## config.mk

```make
export PLATFORM = sky130hd
export DESIGN_NAME = axi4_master_req_arbiter
export DESIGN_NICKNAME = d
export VERILOG_FILES = /design/src/rtl/axi4_arb_pkg.sv /design/src/rtl/axi4_rr_grant2.sv /design/src/rtl/axi4_master_req_arbiter.sv
export SDC_FILE = /design/constraint.sdc
export NUM_CORES = 1
export LEC_CHECK = 0
export ABC_AREA = 1
export CORE_AREA = 2 2 142 144
export DETAILED_ROUTE_END_ITERATION = 10
export DIE_AREA = 0 0 144 146
export HOLD_SLACK_MARGIN = 0.08
export PLACE_DENSITY = 0.72
export SLEW_MARGIN = 20
export SYNTH_ARGS = -nofsm -noshare
export SYNTH_HDL_FRONTEND = slang
export SYNTH_HIERARCHICAL = 1
export SYNTH_SLANG_ARGS = --single-unit
```

## constraint.sdc

```tcl
create_clock -name aclk -period 3.5 [get_ports aclk]
set_input_delay 0.35 -clock aclk [delete_from_list [all_inputs] [get_ports aclk]]
set_output_delay 0.35 -clock aclk [all_outputs]
set_load 0.1 [all_outputs]
```

## src/rtl/axi4_arb_pkg.sv

```systemverilog
// axi4_arb_pkg: shared FSM states and AXI constants for the request arbiter
package axi4_arb_pkg;
  typedef enum logic [2:0] {IDLE, WR, B_WAIT, RD, R_WAIT, RESP} state_t;
  localparam logic [1:0] OKAY   = 2'b00;
  localparam logic [1:0] SLVERR = 2'b10;
  localparam logic [1:0] INCR   = 2'b01;
endpackage

```

## src/rtl/axi4_rr_grant2.sv

```systemverilog
// axi4_rr_grant2: two-way round-robin grant, ptr names the requester with priority
module axi4_rr_grant2 (
  input  logic [1:0] req,
  input  logic       ptr,
  output logic [1:0] gnt
);
  assign gnt[0] = req[0] & (~ptr | ~req[1]);
  assign gnt[1] = req[1] & (ptr | ~req[0]);
endmodule

```

## src/rtl/axi4_master_req_arbiter.sv

```systemverilog
// axi4_master_req_arbiter: two requesters share one AXI4 master, one single-beat transaction at a time
module axi4_master_req_arbiter
  import axi4_arb_pkg::*;
#(
  parameter int ADDR_WIDTH = 32,
  parameter int DATA_WIDTH = 32,
  parameter int ID_WIDTH   = 4,
  parameter int TIMEOUT    = 1024
) (
  input  logic                             aclk,
  input  logic                             areset,
  input  logic [1:0]                       req_valid,
  output logic [1:0]                       req_ready,
  input  logic [1:0]                       req_write,
  input  logic [1:0][ADDR_WIDTH-1:0]       req_addr,
  input  logic [1:0][DATA_WIDTH-1:0]       req_wdata,
  input  logic [1:0][DATA_WIDTH/8-1:0]     req_wstrb,
  output logic [1:0]                       resp_valid,
  output logic [DATA_WIDTH-1:0]            resp_rdata,
  output logic [1:0]                       resp_code,
  output logic [ID_WIDTH-1:0]              awid,
  output logic [ADDR_WIDTH-1:0]            awaddr,
  output logic [7:0]                       awlen,
  output logic [2:0]                       awsize,
  output logic [1:0]                       awburst,
  output logic                             awvalid,
  input  logic                             awready,
  output logic [DATA_WIDTH-1:0]            wdata,
  output logic [DATA_WIDTH/8-1:0]          wstrb,
  output logic                             wlast,
  output logic                             wvalid,
  input  logic                             wready,
  input  logic [ID_WIDTH-1:0]              bid,
  input  logic [1:0]                       bresp,
  input  logic                             bvalid,
  output logic                             bready,
  output logic [ID_WIDTH-1:0]              arid,
  output logic [ADDR_WIDTH-1:0]            araddr,
  output logic [7:0]                       arlen,
  output logic [2:0]                       arsize,
  output logic [1:0]                       arburst,
  output logic                             arvalid,
  input  logic                             arready,
  input  logic [ID_WIDTH-1:0]              rid,
  input  logic [DATA_WIDTH-1:0]            rdata,
  input  logic [1:0]                       rresp,
  input  logic                             rlast,
  input  logic                             rvalid,
  output logic                             rready,
  output logic                             timeout_err
);
  localparam logic [2:0] SIZE = 3'($clog2(DATA_WIDTH / 8));
  localparam int CW = $clog2(TIMEOUT + 1);
  state_t state, state_n;
  logic [1:0] gnt;
  logic ptr, g_q, aw_done, w_done, err_q, tout, counting, aw_ok, w_ok;
  logic [ADDR_WIDTH-1:0] addr_q;
  logic [DATA_WIDTH-1:0] wdata_q, rdata_q;
  logic [DATA_WIDTH/8-1:0] wstrb_q;
  logic [1:0] code_q;
  logic [CW-1:0] cnt;
  logic [ID_WIDTH-1:0] id;
  axi4_rr_grant2 u_grant (.req(req_valid), .ptr(ptr), .gnt(gnt));
  assign id          = ID_WIDTH'(g_q);
  assign awvalid     = (state == WR) & ~aw_done;
  assign wvalid      = (state == WR) & ~w_done;
  assign bready      = state == B_WAIT;
  assign arvalid     = state == RD;
  assign rready      = state == R_WAIT;
  assign req_ready   = (state == IDLE && !areset) ? gnt : 2'b00;
  assign resp_valid  = (state == RESP) ? {g_q, ~g_q} : 2'b00;
  assign resp_rdata  = rdata_q;
  assign resp_code   = code_q;
  assign timeout_err = tout;
  assign awid        = id;
  assign arid        = id;
  assign awaddr      = addr_q;
  assign araddr      = addr_q;
  assign awlen       = 8'd0;
  assign arlen       = 8'd0;
  assign awsize      = awvalid ? SIZE : 3'd0;
  assign arsize      = arvalid ? SIZE : 3'd0;
  assign awburst     = awvalid ? INCR : 2'b00;
  assign arburst     = arvalid ? INCR : 2'b00;
  assign wdata       = wdata_q;
  assign wstrb       = wstrb_q;
  assign wlast       = wvalid;
  assign aw_ok       = aw_done | (awvalid & awready);
  assign w_ok        = w_done | (wvalid & wready);
  assign counting    = state inside {WR, B_WAIT, RD, R_WAIT};
  always_comb begin
    state_n = state;
    unique case (state)
      IDLE:    if (|req_valid) state_n = req_write[gnt[1]] ? WR : RD;
      WR:      if (aw_ok && w_ok) state_n = B_WAIT;
      B_WAIT:  if (bvalid) state_n = RESP;
      RD:      if (arready) state_n = R_WAIT;
      R_WAIT:  if (rvalid && rlast) state_n = RESP;
      RESP:    state_n = IDLE;
      default: state_n = IDLE;
    endcase
  end
  always_ff @(posedge aclk) begin
    if (areset) begin
      state   <= IDLE;
      ptr     <= 1'b0;
      g_q     <= 1'b0;
      addr_q  <= '0;
      wdata_q <= '0;
      wstrb_q <= '0;
      aw_done <= 1'b0;
      w_done  <= 1'b0;
      err_q   <= 1'b0;
      code_q  <= OKAY;
      rdata_q <= '0;
      cnt     <= '0;
      tout    <= 1'b0;
    end else begin
      state <= state_n;
      cnt   <= (state_n != state) ? '0 : (counting && cnt != CW'(TIMEOUT)) ? cnt + 1'b1 : cnt;
      if (counting && state_n == state && cnt == CW'(TIMEOUT - 1)) tout <= 1'b1;
      if (state == IDLE && |req_valid) begin
        g_q     <= gnt[1];
        addr_q  <= req_addr[gnt[1]];
        wdata_q <= req_wdata[gnt[1]];
        wstrb_q <= req_wstrb[gnt[1]];
        aw_done <= 1'b0;
        w_done  <= 1'b0;
        err_q   <= 1'b0;
      end
      if (awvalid && awready) aw_done <= 1'b1;
      if (wvalid && wready) w_done <= 1'b1;
      if (bready && bvalid) begin
        code_q  <= (bid != id) ? SLVERR : bresp;
        rdata_q <= '0;
      end
      // a non-last beat poisons the whole transfer, since only single beats were requested
      if (rready && rvalid) begin
        rdata_q <= rdata;
        code_q  <= (err_q || !rlast || rid != id) ? SLVERR : rresp;
        if (!rlast) err_q <= 1'b1;
      end
      if (state == RESP) ptr <= ~g_q;
    end
  end
endmodule

```

# --- Yosys cells after proc, flatten, opt, wreduce, memory -nomap -nowiden ---
# Index checks and enable logic that the tools add are counted.
totals:
  ff_bits: 122
  in_bits: 192
  out_inout_bits: 179
  elab_cells: 97
op_classes:
  n_addsub: 1
  n_lt_le_gt_ge: 1
  eq_ne: 11
  muxes: 33
  bitwise: 16
  reduce_logical: 22
op_table:
  columns: ["op", "count"]
  rows:
  - ["32-bit 2-to-1 mux", 6]
  - ["2-bit 2-to-1 mux", 9]
  - ["3-bit 2-to-1 mux", 5]
  - ["3-bit case mux with 5 select lines", 1]
  - ["11-bit by 1-bit adder with 11-bit output, second input constant", 1]
  - ["11-bit by 10-bit == test with 1-bit output, second input constant", 1]
  - ["1-bit logical AND", 11]
  - ["11-bit inequality test, second input constant", 1]
  - ["1-bit 2-to-1 mux", 10]
  - ["4-bit 2-to-1 mux", 2]
  - ["4-bit by 1-bit inequality test with 1-bit output", 2]
  - ["1-bit AND", 6]
  - ["3-bit by 2-bit == test with 1-bit output, second input constant", 2]
  - ["3-bit == test, second input constant", 2]
  - ["1-bit inverter", 6]
  - ["2-bit nonzero test", 3]
  - ["1-bit bitwise OR", 4]
  - ["4-bit nonzero test", 1]
  - ["2-bit OR reduction", 2]
  - ["3-bit by 1-bit == test with 1-bit output, second input constant", 1]
  - ["3-bit == test", 1]
  - ["3-bit logical NOT", 1]
  - ["3-bit inequality test", 1]
  - ["1-bit logical NOT", 2]
  - ["2 further kinds", 3]

# --- Longest topological paths before layout ---
# Gate-level depths: netlist (run 1).
depth:
  ltp_word: 11
  mapped_depth: 12
  depth_no_buf: 11

# --- Cells and area by module ---
# The synthesis (run 1) kept the hierarchy.
modules_own_cells:
  columns: ["mod", "n_inst", "cells_each", "area_per_inst_um2", "seq_area_each_um2"]
  rows:
  - ["axi4_master_req_arbiter", 1, 862, 6362.4, 2442.3]
  - ["axi4_rr_grant2", 1, 5, 20.0, 0.0]

# --- Worst setup path before layout (run 1) ---
# No wires, ideal clock.
synth_path:
  kind: "register -> output"
  from: "register state[2]"
  to: "output port awburst[0]"
  arrival_ns: 2.406
  t_required_ns: 3.150
  path_slack_ns: 0.744
  stages_incl_launch_ff: 5
  n_path_buf: 1
  path_cell_list: "dfxtp_1 inv_2 nand3_4 nor2_1 buf_4"
synth_between:
  elab_chain_cells: 3
synth_rtl:
  columns: ["element", "line", "source"]
  rows:
  - ["start: declaration", "axi4_master_req_arbiter.sv:54", "state_t state, state_n;"]
  - ["start signal: assignment", "axi4_master_req_arbiter.sv:119", "state <= state_n;"]
  - ["3-bit by 1-bit == test with 1-bit output", "axi4_master_req_arbiter.sv:65", "assign awvalid = (state == WR) & ~aw_done;"]
  - ["1-bit AND", "axi4_master_req_arbiter.sv:65", null]
  - ["net awvalid", "axi4_master_req_arbiter.sv:26", "output logic awvalid,"]
  - ["1-bit 2-to-1 mux", "axi4_master_req_arbiter.sv:83", "assign awburst = awvalid ? INCR : 2'b00;"]
  - ["end: declaration", "axi4_master_req_arbiter.sv:25", "output logic [1:0] awburst,"]
# The timed path passes the listed nets, and every way through them passes these cells.

# --- Worst setup path in the final report (run 1) ---
layout_path:
  from: "register state[2]"
  to: "output port bready"
layout_between:
  elab_chain_cells: 1
layout_rtl:
  columns: ["element", "line", "source"]
  rows:
  - ["3-bit by 2-bit == test with 1-bit output", "axi4_master_req_arbiter.sv:67", "assign bready = state == B_WAIT;"]
  - ["end: declaration", "axi4_master_req_arbiter.sv:36", "output logic bready,"]
# Every way passes these cells.

==> flow_summary.yaml, run 1 <==
clock_network:
  htreeDepth: 4
  path_clk_slew_ps: 60
  numCtsBuffers: 17
  holdBufCountCts: 0
  cts_setup_buffers: 0
  root_buffer: "clkbuf_16"
  clkLatencyLatePin_ps: 410
  cts.repair.resized: 0
  cts_tree: "yes"
  cts_max_path_buffers: 2
  cts_num_sinks: 122
worst_setup_path:
  critPathLaunchType: "flip-flop"
  endpoint_kind: "output port"
  critical_path_class: "reg -> out"
  arrival_ps: 2310
  path_max_fanout: 5
  r2r_slack_ps: 1330
  r2r_cells: 10
  required_ps: 3150
  r2r-end: "resp_code[0]"
  reg2reg_from: "state[0]"
route:
  initialDrtViolationCount: 323
  ant_nets: 0
  drc: 0
  via_per_inst: 4.50
  wire_per_inst_um: 14.1
  num_vias: 6377
  routed_wl_mm: 20.0
  dr.pass1.iters: 5
logic_synthesis:
  yosys_warnings: 6
  synth_most_common_cell: "inv_1"
  yosysUniqueCellTypes: 34
  synth_top_flop_cell: "dfxtp_1"
  synth-seq-area-share_pct: 38.3
  synth_edf_count: 0
  syn_area_um2: 6380
  synthArstFlopShare_pct: 0
  synth_top_area_share_pct: 38.3
  avgSynthCellArea_um2: 7.36
  yosys-top-cells-count: "inv_1, a211oi_1, dfxtp_1"
  synth_largest_area_cell: "dfxtp_1"
  ys_seq_elements: 122
  syn-instance-count: 867
  synthTopCellsByArea: "dfxtp_1, a211oi_1, inv_1"
sta:
  max_freq_ghz: 0.376
  worstMarginPinSlew_ps: 1040
  rsz0062_at_grt: "false"
  min_period_ps: 2660
  drv_slew: 0
  finalSetupViolCount: 0
  timing_hold_violations_final: 0
  setup_tns_ps: 0
  skew_ps: 8.84
  fin_crit_sh_pct: 76.1
  timing.final.ws_setup_ps: 837
  relSlewSlack_pct: 30.6
cells_and_area:
  layout-drive-gt1-share_pct: 7.12
  fin_cells: 1417
  syn_to_final_growth_pct: 59.1
  final_nets: 1333
  final_core_util_pct: 52.5
  antennaDiodeCount: 0
global_routing:
  track_usage_pct: 18.8
  grt.overflow.total: 0
  grt_pass1_wl_mm: 31.3
  antenna_found_initial: 0
  grt_pass1_vias: 6038
  grt_max_degree: 143
place:
  place_ws_ps: 1110
  hpwl_mm: 14.6
  placed_cells: 1385
  portBuffers: 342
  gp_congestion: 0.867
power_and_ir_drop:
  ir_worst_vdd_mv: 0.442
  p_leak_uw: 0.00403
  powerDensity_nw_per_um2: 780
floorplan:
  io_pins: 371
  core_um2: 19300
  initial_utilization_pct: 33.0
  die_area_um2: 21000
  placement_rows: 51
  die_w_um: 144
  fp.dieH_um: 146
min_path:
  hold_path_class: "reg -> reg"
  worstHoldEndpoint: "wstrb[0]"
  worstHoldStart: "wstrb[0]"
  hold_depth: 2
outcome:
  status: "finished clean"
run:
  max-cap-violations: 0
==> metrics by stage <==
stage | area, µm² | power [µW] | hold slack (ps)
2_1_floorplan | 6480 | 5310 | 444
3_3_place_gp | 9550 | 6130 | 446
3_5_place_dp | 9550 | 6150 | 446
4_1_cts | 10200 | 8000 | 459
5_1_grt | 10200 | 8250 | 473
6_report | 10200 | 7920 | 456
==> layer usage <==
layer  GRT usage [%]  vias to the layer above  share of wire [%]
li1                -                     3272                  -
met1            23.1                     2876                 42
met2            31.9                      213                 50
met3            5.66                       16                6.9
met4            5.20                        0                1.3
met5               0                        -                  0
==> power by group <==
part / internal, µW / leakage (µW) / switching (µW)
Sequential: 1620 / 0.00100 / 173
Combinational: 993 / 0.00274 / 3320
Clock: 1080 / 0.000292 / 728
==> cell type report <==
type	instances	area (µm²)
inverters	173	649
flip-flops and latches	122	2440
multi-input cells	476	2660
fillers	1824	9180
clock buffers	17	425
well taps	265	332
clock inverters	15	179
repair buffers	349	3470
==> registers in the layout, summed over array words and instances (netlist names) <==
register / flops
wstrb: 4
state: 3
aw_done: 1
w_done: 1
resp_code: 2
resp_rdata: 32
err_q: 1
timeout_err: 1
araddr: 32
ptr: 1
g_q: 1
cnt: 11
wdata: 32
==> worst max-delay path, cell delays in order, from the launching register on <==
cell and delay (ps):
dfxtp_1 350, inv_2 180, nand2_4 100, nor2_4 120, clkdlybuf4s50_1 1160
==> worst max-delay path by stage <==
stage,slack (ps),endpoint,startpoint,depth (start not counted)
final,840,bready,state[2],4
after global routing,760,bready,state[2],4
after CTS,800,bready,state[2],4
after detailed placement,1110,wdata[18],req_valid[1],7
after global placement,1130,wdata[12],req_valid[1],7
after floorplan,740,awburst[0],state[2],4
==> kinds of logic (layout without fill, tap and decap cells) <==
logic type / Yosys count / in the layout / share of synthesized area (%)
buffers and inverters: 296 / 554 / 21.9
AND/OR/NAND/NOR: 241 / 241 / 17.0
other: 1 / 28 / 0.0588
AO/OA/AOI/OAI: 195 / 195 / 21.0
XOR/XNOR: 10 / 10 / 1.37
adder cells (fa/ha/maj): 2 / 2 / 0.392
flip-flops: 122 / 122 / 38.3
==> placed cells by master, fill, tap and decap left out, drive strengths merged, types with 21 or more instances in the layout <==
cell / count
a211oi: 138
clkdlybuf4s50: 328
buf: 21
a21oi: 42
conb: 28
nor2: 100
dfxtp: 122
nand2: 77
inv: 182
nand3: 47
No activity file was read; power rests on OpenSTA's default activity.
==> inputs of run 2 (changes only) <==
--- a/config.mk
+++ b/config.mk
@@ -6,11 +6,11 @@
 export NUM_CORES = 1
 export LEC_CHECK = 0
 export ABC_AREA = 1
-export CORE_AREA = 2 2 142 144
+export CORE_AREA = 2 2 143 145
 export DETAILED_ROUTE_END_ITERATION = 10
-export DIE_AREA = 0 0 144 146
+export DIE_AREA = 0 0 145 147
 export HOLD_SLACK_MARGIN = 0.08
-export PLACE_DENSITY = 0.72
+export PLACE_DENSITY = 0.74
 export SLEW_MARGIN = 20
 export SYNTH_ARGS = -nofsm -noshare
 export SYNTH_HDL_FRONTEND = slang
==> constraint.sdc (replaced) <==
create_clock -name aclk -period 2.2 [get_ports aclk]
set_input_delay 0.22 -clock aclk [delete_from_list [all_inputs] [get_ports aclk]]
set_output_delay 0.22 -clock aclk [all_outputs]
set_load 0.1 [all_outputs]
==> run 2 against run 1 <==
  * Non-clock buffer count up 8
  * Combinational power up 60%
  * Design area down 1.0%
  * Setup slack worse by 590 ps
  * Utilization down 1.9 points
  * Total power up 58%
  * Hold slack worse by 230 ps
  * Highest routed layer unchanged
==> flow_summary.yaml, run 2 (synthesis results as in run 1) <==
place:
  gp_congestion: 0.913
  hpwl_mm: 15.2
  portBuffers: 342
  place_area_um2: 9470
worst_setup_path:
  cp_slowest_stage_delay_ps: 390
  path_max_fanout: 6
  critical_path_class: "reg -> out"
  crit_chain: "buf_4, nand3_4, nor2_2, buf_12"
  cp_num_buf_inv: 2
  crit_family: "simple AND/OR/NAND/NOR gates"
  required_ps: 1980
  endpoint_kind: "output port"
  critPathLaunchType: "flip-flop"
  arrival_ps: 1730
  critPathSlowestCell: "dfxtp_1"
floorplan:
  die_area_um2: 21300
  io_pins: 371
  fp.dieH_um: 147
  core_um2: 19800
  placement_rows: 52
  die_w_um: 145
  initial_utilization_pct: 32.2
sta:
  min_period_ps: 1950
  finalSetupViolCount: 0
  skew_ps: 8.85
  drv_slew: 0
  rsz0062_at_grt: "false"
  relSlewSlack_pct: 55.3
  fin_crit_sh_pct: 88.7
  worstMarginPinSlew_ps: 671
  setup_tns_ps: 0
  max_freq_ghz: 0.512
  timing_hold_violations_final: 0
clock_network:
  cts.repair.resized: 0
  root_buffer: "clkbuf_16"
  htreeDepth: 4
  path_clk_slew_ps: 60
  cts_tree: "yes"
  cts_setup_buffers: 0
  numCtsBuffers: 17
  clkLatencyLatePin_ps: 410
  cts_num_sinks: 122
  cts_max_path_buffers: 2
  holdBufCountCts: 0
power_and_ir_drop:
  p_leak_uw: 0.00433
  p_clk_share_pct: 21.7
  combPwrFrac_pct: 55.3
  sw_frac_of_total_pct: 54.0
  cell_internal_pwr_uw: 5760
  p_switching_uw: 6770
  p_seq_share_pct: 23.1
  ir_worst_vdd_mv: 0.851
  powerDensity_nw_per_um2: 1250
route:
  wire_per_inst_um: 14.2
  dr.pass1.iters: 4
  via_per_inst: 4.48
  initialDrtViolationCount: 228
  drc: 0
  num_vias: 6416
  routed_wl_mm: 20.3
  ant_nets: 0
cells_and_area:
  final_common_cell: "clkdlybuf4s50_1"
  multi_input_area_um2: 2670
  regArea_um2: 2440
  fin_area_um2: 10000
  layout_common_cells: "clkdlybuf4s50_1, inv_1, buf_4, a211oi_1, dfxtp_1"
  syn_to_final_growth_pct: 57.4
  nFillCells: 1895
  final_nets: 1341
  layout-drive-gt1-share_pct: 19.8
global_routing:
  grt_pass1_wl_mm: 31.6
  grt.overflow.total: 0
  grt_max_degree: 60
  grt_pass1_vias: 6003
  track_usage_pct: 18.4
  antenna_found_initial: 1
run:
  max-cap-violations: 0
outcome:
  status: "finished clean"
min_path:
  hold_path_class: "in -> reg"
[run 2: cell count changes in the layout (fill, tap and decap cells not counted), moves of 2 or more]
cell,before,now
clkdlybuf4s50_1,328,190
nor2_1,84,82
clkinvlp_4,2,4
clkinv_4,2,4
buf_12,2,17
buf_4,19,150
inv_8,3,0
[run 2: area by class of cell]
class | count | share of cell area (%)
clock buffers | 18 | 4.37
repair buffers | 357 | 33.5
multi-input cells | 476 | 26.6
inverters | 173 | 6.46
well taps | 270 | 3.36
diodes | 1 | 0.0249
flip-flops and latches | 122 | 24.3
clock inverters | 14 | 1.38
[run 2: layer usage]
metal  routed length (µm)  global-route usage, %
met5                    0                      0
met4                  277                   4.80
met3                 1340                   5.68
met2                10000                   31.2
met1                 8670                   22.6
[run 2: power by group through the flow]
stage / Sequential, µW / Clock, µW / Combinational (µW)
after floorplan: 5260 / 0 / 3190
after global placement: 2920 / 0 / 6890
after detailed placement: 2920 / 0 / 6940
after CTS: 2890 / 2780 / 6950
after global routing: 2940 / 2880 / 7170
final: 2890 / 2720 / 6930
[run 2: worst min-delay path, delay by kind of cell]
family | cells | cell delay (ps)
buffers and inverters | 2 | 230
and+or+nand+nor | 2 | 130
[run 2: worst paths after layout]
check | start | end | slack [ps] | depth (start not counted)
setup / recovery | state[0] | awvalid | 250 | 4
hold / removal | areset | timeout_err | 230 | 4
setup reg to reg | state[2] | cnt[7] | 330 | 9
hold reg to reg | wdata[15] | wdata[15] | 460 | 2
[run 2: stage by stage]
step | total power (µW) | setup slack (ps) | instances | util [%] | hold slack, ps
after CTS | 12600 | 235 | 1430 | 50.6 | 203
after global placement | 9810 | 272 | 1398 | 47.7 | 447
after detailed placement | 9860 | 221 | 1398 | 47.7 | 447
after global routing | 13000 | 162 | 1430 | 50.6 | 261
final | 12500 | 249 | 1431 | 50.6 | 226
after floorplan | 8450 | 84.3 | 894 | - | 367
